--- src/rtl/vector_mem_sequencer.sv ---
`default_nettype none
// +------------------------------------------------------------------------+
// | Module   : vector_mem_sequencer                                        |
// | Brief    : Splits one vector load/store into LANES word accesses.      |
// | Revision : 1.0  initial release                                        |
// +------------------------------------------------------------------------+
module vector_mem_sequencer #(
   parameter int LANES         = 4,
   parameter int DATA_WIDTH    = 32,
   parameter int ADDRESS_WIDTH = 32
) (
   input  logic                          clk,
   input  logic                          reset,
   input  logic                          req_valid,
   output logic                          req_ready,
   input  logic                          req_write,
   input  logic [ADDRESS_WIDTH-1:0]      req_base,
   input  logic [ADDRESS_WIDTH-1:0]      req_stride,
   input  logic [LANES*DATA_WIDTH-1:0]   req_wdata,
   output logic                          resp_valid,
   output logic [LANES*DATA_WIDTH-1:0]   resp_rdata,
   output logic                          mem_write_enable,
   output logic [ADDRESS_WIDTH-1:0]      mem_read_address,
   output logic [ADDRESS_WIDTH-1:0]      mem_write_address,
   output logic [DATA_WIDTH-1:0]         mem_input_data,
   input  logic [DATA_WIDTH-1:0]         mem_output_data
);

   localparam int                 c_IDX_W     = $clog2(LANES);
   localparam logic [c_IDX_W-1:0] c_LAST_LANE = c_IDX_W'(LANES - 1);

   typedef enum logic [1:0] {
      S_IDLE  = 2'd0,
      S_LOAD  = 2'd1,
      S_STORE = 2'd2,
      S_DONE  = 2'd3
   } state_t;

   state_t                        r_state;
   state_t                        w_state_nxt;
   logic [c_IDX_W-1:0]            r_lane_idx;
   logic [ADDRESS_WIDTH-1:0]      r_cur_addr;
   logic [ADDRESS_WIDTH-1:0]      r_stride;
   logic [LANES*DATA_WIDTH-1:0]   r_wdata;
   logic [LANES*DATA_WIDTH-1:0]   r_rdata;
   logic                          w_accept;
   logic                          w_last_lane;
   logic [DATA_WIDTH-1:0]         w_store_word;

   assign w_last_lane = (r_lane_idx == c_LAST_LANE);

   always_ff @(posedge clk) begin
      if (reset) begin
         r_state <= S_IDLE;
      end else begin
         r_state <= w_state_nxt;
      end
   end

   always_comb begin
      w_state_nxt = r_state;
      req_ready   = 1'b0;
      resp_valid  = 1'b0;
      w_accept    = 1'b0;
      case (r_state)
         S_IDLE: begin
            req_ready = 1'b1;
            if (req_valid) begin
               w_accept    = 1'b1;
               w_state_nxt = req_write ? S_STORE : S_LOAD;
            end
         end
         S_LOAD, S_STORE: begin
            if (w_last_lane) begin
               w_state_nxt = S_DONE;
            end
         end
         S_DONE: begin
            resp_valid  = 1'b1;
            w_state_nxt = S_IDLE;
         end
         default: w_state_nxt = S_IDLE;
      endcase
   end

   // Lane address is a running sum, so wrap-around falls out of the adder width.
   always_ff @(posedge clk) begin
      if (reset) begin
         r_lane_idx <= '0;
         r_cur_addr <= '0;
         r_stride   <= '0;
         r_wdata    <= '0;
         r_rdata    <= '0;
      end else begin
         if (w_accept) begin
            r_lane_idx <= '0;
            r_cur_addr <= req_base;
            r_stride   <= req_stride;
            r_wdata    <= req_wdata;
         end else if (r_state == S_LOAD || r_state == S_STORE) begin
            r_lane_idx <= r_lane_idx + 1'b1;
            r_cur_addr <= r_cur_addr + r_stride;
            if (r_state == S_LOAD) begin
               for (int i = 0; i < LANES; i++) begin
                  if (r_lane_idx == c_IDX_W'(i)) begin
                     r_rdata[i*DATA_WIDTH +: DATA_WIDTH] <= mem_output_data;
                  end
               end
            end
         end
      end
   end

   always_comb begin
      w_store_word = r_wdata[DATA_WIDTH-1:0];
      if (r_state == S_STORE) begin
         for (int i = 0; i < LANES; i++) begin
            if (r_lane_idx == c_IDX_W'(i)) begin
               w_store_word = r_wdata[i*DATA_WIDTH +: DATA_WIDTH];
            end
         end
      end
   end

   // Gated by reset so a store in flight never commits during the reset cycle.
   assign mem_write_enable  = (r_state == S_STORE) & ~reset;
   assign mem_read_address  = r_cur_addr;
   assign mem_write_address = r_cur_addr;
   assign mem_input_data    = w_store_word;
   assign resp_rdata        = r_rdata;

endmodule
`default_nettype wire

--- config.mk ---
export PLATFORM = sky130hd
export DESIGN_NAME = vector_mem_sequencer
export DESIGN_NICKNAME = d
export VERILOG_FILES = /design/src/rtl/vector_mem_sequencer.sv
export SDC_FILE = /design/constraint.sdc
export NUM_CORES = 1
export LEC_CHECK = 0
export CORE_AREA = 2 2 178 180
export CTS_CLUSTER_SIZE = 28
export DETAILED_ROUTE_END_ITERATION = 7
export DIE_AREA = 0 0 180 182
export PLACE_DENSITY = 0.81
export SETUP_SLACK_MARGIN = 0.05
export SLEW_MARGIN = 25
export SYNTH_ARGS = -nofsm -noshare
export SYNTH_HDL_FRONTEND = slang
export SYNTH_SLANG_ARGS = --single-unit
--- constraint.sdc ---
create_clock -name clk -period 8.8 [get_ports clk]
set_clock_uncertainty 0.15 [all_clocks]
set_input_delay 1.76 -clock clk [delete_from_list [all_inputs] [get_ports clk]]
set_output_delay 1.76 -clock clk [all_outputs]
set_load 0.02 [all_outputs]
==> results.tsv, run 1 <==
metric	value	unit
Max rail drop VDD	0.1667	mV
Critical Path RT	6.89	ns
crit path max fanout	34	
layout filler cell count	2571	
Final ANT Viol Nets	0	
DR iter-0 viols	945	
htree depth	2	
drt pass-1 iters	5	
worst-case reg-to-reg path depth	10	
clock buffer depth	3	
Final Critical Period	5.181	ns
post_cts resized	0	
# setup viols final	0	
Vert. Die Dim	182	um
core area	30990	um^2
area grow syn2layout	38.28	%
max-cap viol count	0	
status	completed	
hpwl dp	30960	um
postcts setup bufs	0	
RSZ-0062 raised after global routing	no	
antenna violations before repair	3	
die area	32760	um^2
Crit. End Element	output port	
Slew Limit Fails	0	
Top Ports	455	
layout cell share with drive strength beyond 1	0.03750	
area occupied by multi-input gates	7264	um^2
ys async rst share	0	
Slew headroom	0.3329	
clk_lat worst skew	0.51	ns
Hold Path Class	reg -> reg	
register area	6486	um^2
worst hold margin	0.3034	ns
vias per inst	5.382	
Fmax achieved	193.0	MHz
Worst EP arrival	3.27	ns
Seq cells post-synth	324	
DR WL/cell	16.76	um
placed cells	2661	
most common cell after layout, fill and taps aside	nand2_1	
cts hold-fix bufs	0	
root buffer cell	clkbuf_16	
Min-Delay Path Depth	2	
initial core utilization	0.4704	
clk sinks	324	
DIE WIDTH	180	um
# nets final	2566	
overall power	5.616	mW
first-pass GRT wire length	72080	um
largest net degree at the start of global routing	176	
Port Buffers	454	
Non-Filler Instances	2725	
setup TNS	0	ns
FP Rows	65	
Leakage	7.442	nW
overall routing resource usage	0.2676	
endpoints failing hold	0	
placed instance area	19000	um^2
Final period util	0.5887	
total CTS buffers	35	
vias in the first global route	13780	
cell count after synthesis	1964	
gpl congestion	0.8775	
most frequent cells in the layout	nand2_1 (604), clkdlybuf4s50_1 (453), a21oi_1 (428)	
sequential share of the synthesized area	0.4450	
number of synthesized flops with an enable pin	0	
Top FF cell, synth	dfxtp_1	
distinct cell type count after synthesis	51	
Avg Synthesized Cell Area	7.421	um^2
CTS clk-pin slew, worst paths	0.06	ns
CTS tree	done	
Crit Path Class	reg -> out	
Mapped Area	14580	um^2
CP startpoint kind	register	
grt ovf	0	
final wirelength	45660	um
power per cell area	278.7	nW/um^2
Residual DRC	0	
Syn Nets	2233	
via count	14670	
Worst-Margin Slew	1.001	ns
Yosys Warn Count	0	
design area	20150	um^2
worst paths after layout:
check / end / slack [ns] / from
worst max register to register: mem_read_address[31] / 5.41 / r_state[0]
worst min register to register: resp_rdata[108] / 0.30 / resp_rdata[108]
worst max-delay path: mem_input_data[13] / 3.62 / r_lane_idx[0]
worst min-delay path: resp_rdata[108] / 0.30 / resp_rdata[108]
synth_stat cells (2+ instances only):
cell type / number / area [um^2]
nand2_1: 605 / 2271
a21oi_1: 428 / 2142
dfxtp_1: 324 / 6486
nor2_1: 157 / 589.3
clkbuf_1: 127 / 476.7
mux2i_1: 52 / 520.5
ha_1: 40 / 500.5
buf_4: 32 / 240.2
a211oi_1: 30 / 225.2
inv_1: 19 / 71.32
xnor2_1: 18 / 157.7
buf_1: 15 / 56.30
nand3_1: 15 / 75.07
o21ai_0: 13 / 65.06
a21o_1: 11 / 82.58
nor3_1: 8 / 40.04
and3_1: 6 / 37.54
or3_1: 6 / 37.54
xor2_1: 5 / 43.79
a21oi_2: 4 / 35.03
nand4_1: 4 / 25.02
o21a_1: 4 / 30.03
o21bai_1: 4 / 30.03
a311oi_1: 3 / 26.28
nor2b_1: 3 / 18.77
a211oi_2: 2 / 25.02
nand2b_1: 2 / 12.51
o211a_1: 2 / 20.02
o21ai_1: 2 / 10.01
o31ai_1: 2 / 15.01
registers in the layout, summed over array words and instances, names as in the netlist:
signal / count
mem_read_address: 32
r_lane_idx: 2
r_state: 2
r_stride: 32
r_wdata: 128
resp_rdata: 128
area by class of cell:
cell class,count,area share
Antenna cell,3,0.0003725
Clock buffer,54,0.05209
Clock inverter,6,0.003477
Inverter,20,0.003725
Multi-Input combinational cell,1446,0.3604
Sequential cell,324,0.3218
Tap cell,402,0.02496
Timing Repair Buffer,470,0.2331
power breakdown:
part / internal, mW / switching, mW
clock network: 0.853 / 0.586
logic: 0.967 / 1.34
registers: 1.69 / 0.180
total: 3.51 / 2.11
kinds of logic (layout without fill, tap and decap cells):
logic type	after synthesis	after routing	synth area share
simple gates	812	812	0.2167
buf+inv	194	550	0.05820
fa+ha+maj	41	41	0.03571
other cells	0	3	0
xor+xnor	23	23	0.01382
mux	52	52	0.03571
compound gates	518	518	0.1949
flops	324	324	0.4450
through the flow:
stage	util	worst slack (ns)
after global placement	0.6132	3.724
after global routing	0.6503	3.403
after floorplan	-	4.431
after detailed placement	0.6133	3.705
after CTS	0.6494	3.553
final	0.6504	3.619
worst max-delay path, stage by stage (launching register included):
cell	delay [ns]
dfxtp_1	0.35
inv_1	0.10
ha_2	0.61
buf_4	0.46
a21oi_1	0.12
nor2_1	0.10
a21oi_1	0.05
a21oi_1	0.30
clkdlybuf4s50_1	0.66
routing by layer:
layer  vias up  share of wire  global-route usage
met5         -        0.00028                   0
li1       7166              -                   -
met4         2          0.035             0.09789
met2       574           0.48              0.4549
met3       112          0.080             0.07000
met1      6812           0.41              0.3264
(Power assumes the default switching activity.)
==> run 2: changes to the inputs <==
Settings changed: CORE_AREA 2 2 178 180 to unset, CORE_ASPECT_RATIO set to 1.2, CORE_MARGIN set to 2, CORE_UTILIZATION set to 43, DIE_AREA 0 0 180 182 to unset, PLACE_DENSITY 0.81 to 0.78.
Clock period 8.8 ns to 4.74 ns, I/O delays scaled along.
==> run 2 against run 1 <==
Compared with the run above: non-clock buffer count rose by 6; critical path depth rose by 2; first-iteration DRC count fell by 6.1%; routed wire length rose by 1.3%; utilization fell by 4.0 points; sequential cell count did not move; register-to-register slack got worse by 3.9 ns; critical path type unchanged; largest power group unchanged.
==> results.tsv, run 2 (same netlist as run 1, synthesis figures left out) <==
metric	value	unit	change
status	completed		
htree depth	2		unchanged
Crit. End Element	output port		
area grow syn2layout	39.25	%	
clock buffer depth	3		unchanged
power per cell area	516.6	nW/um^2	+85%
Final ANT Viol Nets	0		unchanged
DR iter-0 viols	887		-6.1%
worst r2r src	mem_read_address[0]		
via count	14600		-0.42%
CP startpoint kind	register		
highest-delay cell along the critical path	clkdlybuf4s50_1		
worst-path cell chain	inv_1 -> ha_2 -> buf_4 -> mux2i_1 -> nor2_1 -> a21oi_1 -> nor2_1 -> a21oi_1 -> a21oi_1 -> clkdlybuf4s50_1		
endpoints failing hold	0		unchanged
ANT cells	0		-3
placed instance area	19160	um^2	+0.85%
most frequent cells in the layout	nand2_1 (604), clkdlybuf4s50_1 (453), a21oi_1 (428)		
register area	6486	um^2	unchanged
Crit Path Class	reg -> out		
grt ovf	0		unchanged
WHS Endpoint	resp_rdata[43]		
design area	20300	um^2	+0.70%
Max rail drop VDD	0.3307	mV	+98%
root buffer cell	clkbuf_16		
vias in the first global route	13770		-0.080%
GR Layer Usage met2	0.4365		-0.01841
R2R setup slack	1.48	ns	-3.93 ns
cts hold-fix bufs	0		unchanged
layout cell share with drive strength beyond 1	0.04253		+0.005026
# setup viols final	0		unchanged
post_cts resized	0		unchanged
Min-Delay Path Depth	2		unchanged
Slew Limit Fails	0		unchanged
# nets final	2571		+0.19%
setup TNS	0	ns	unchanged
Port Buffers	454		unchanged
hpwl dp	32300	um	+4.3%
Worst-Margin Slew	0.9205	ns	-0.08016 ns
Fmax achieved	237.4	MHz	
GR peak layer	met2		
max-cap viol count	0		unchanged
Hold Path Class	reg -> reg		
Non-Filler Instances	2778		+1.9%
HP Start	resp_rdata[43]		
drt pass-1 iters	6		+1
Vert. Die Dim	205.7	um	+13%
antenna violations before repair	1		-2
gpl congestion	0.9712		+11%
Worst EP arrival	3.11	ns	-0.16 ns
met3 GRT Util	0.06040		-0.009600
layout filler cell count	2984		+16%
slowest stage delay, CP	0.59	ns	-0.07 ns
DIE WIDTH	172.1	um	-4.4%
most common cell after layout, fill and taps aside	nand2_1		
Slew headroom	0.3863		+0.05344
Final Critical Period	4.212	ns	
overall routing resource usage	0.2498		-0.01781
core area	33250	um^2	+7.3%
clk_lat worst skew	0.53	ns	+0.02 ns
largest net degree at the start of global routing	175		-0.57%
total CTS buffers	34		-2.9%
Final period util	0.8887		
placed cells	2716		+2.1%
Worst path most repeated cell	a21oi_1		
DR WL/cell	16.66	um	-0.59%
clk sinks	324		unchanged
Top Ports	455		unchanged
final wirelength	46280	um	+1.3%
RSZ-0062 raised after global routing	no		
worst-case reg-to-reg path depth	12		+2
first-pass GRT wire length	70820	um	-1.7%
GR Util met1	0.2887		-0.03775
Crit Reg-Reg Endpoint	mem_read_address[30]		
area occupied by multi-input gates	7263	um^2	about the same
Critical Path RT	3.64	ns	-3.25 ns
die area	35390	um^2	+8.0%
crit path max fanout	16		-53%
Leakage	7.495	nW	+0.71%
Residual DRC	0		unchanged
CTS tree	done		
postcts setup bufs	0		unchanged
vias per inst	5.257		-2.3%
CTS clk-pin slew, worst paths	0.07	ns	about the same
initial core utilization	0.4384		-0.03199
FP Rows	73		+12%
## run 2: how the worst max path moves through the flow
| stage | cells past startpoint | slack, ns | start | to |
|---|---|---|---|---|
| 2_1_floorplan | 9 | 1.62 | r_lane_idx[0] | mem_input_data[10] |
| 3_3_place_gp | 9 | 1.14 | r_lane_idx[0] | mem_input_data[6] |
| 3_5_place_dp | 9 | 1.09 | r_lane_idx[0] | mem_input_data[6] |
| 4_1_cts | 9 | 0.51 | r_lane_idx[0] | mem_input_data[6] |
| 5_1_grt | 10 | 0.35 | r_lane_idx[1] | mem_input_data[0] |
| 6_report | 10 | 0.53 | r_lane_idx[1] | mem_input_data[11] |
## run 2: final cells by class
cell class	instances	area share
clock buffer	47	0.04833
multi-input combinational	1446	0.3579
sequential	324	0.3196
timing repair buffer	476	0.2354
inverter	20	0.003699
clock inverter	15	0.007398
tap	450	0.02774
## run 2: metrics by stage
| stage | utilization | setup slack [ns] | hold slack (ns) | power, mW |
|---|---|---|---|---|
| finish | 0.6105 | 0.5278 | 0.3020 | 10.48 |
| floorplan | - | 1.624 | 0.2860 | 6.276 |
| global route | 0.6105 | 0.3513 | 0.3184 | 11.08 |
| CTS | 0.6105 | 0.5150 | 0.3039 | 10.55 |
| global placement | 0.5764 | 1.135 | 0.2906 | 7.740 |
| detailed placement | 0.5764 | 1.095 | 0.2957 | 7.820 |
## run 2: report_power, final
part / internal, mW / switching [mW] / total [mW] / leakage (nW)
Combinational: 1.82 / 2.46 / 4.29 / 4.29
Clock: 1.57 / 1.13 / 2.70 / 0.564
Sequential: 3.14 / 0.361 / 3.50 / 2.64
Total: 6.53 / 3.95 / 10.5 / 7.50
## run 2: per-layer routing
layer	vias up	routed length, um
li1	7155	-
met1	6748	17820
met2	589	22830
met3	110	3698
met4	2	1916
met5	-	15
## run 2: worst max-delay path: cells and delay by family, from the launching register on
| family | cells | cell delay (ns) |
|---|---|---|
| buffers and inverters | 3 | 1.01 |
| AOI/OAI and AO/OA | 3 | 0.36 |
| muxes | 1 | 0.20 |
| DFF | 1 | 0.34 |
| and+or+nand+nor | 2 | 0.11 |
| adders and majority gates | 1 | 0.56 |
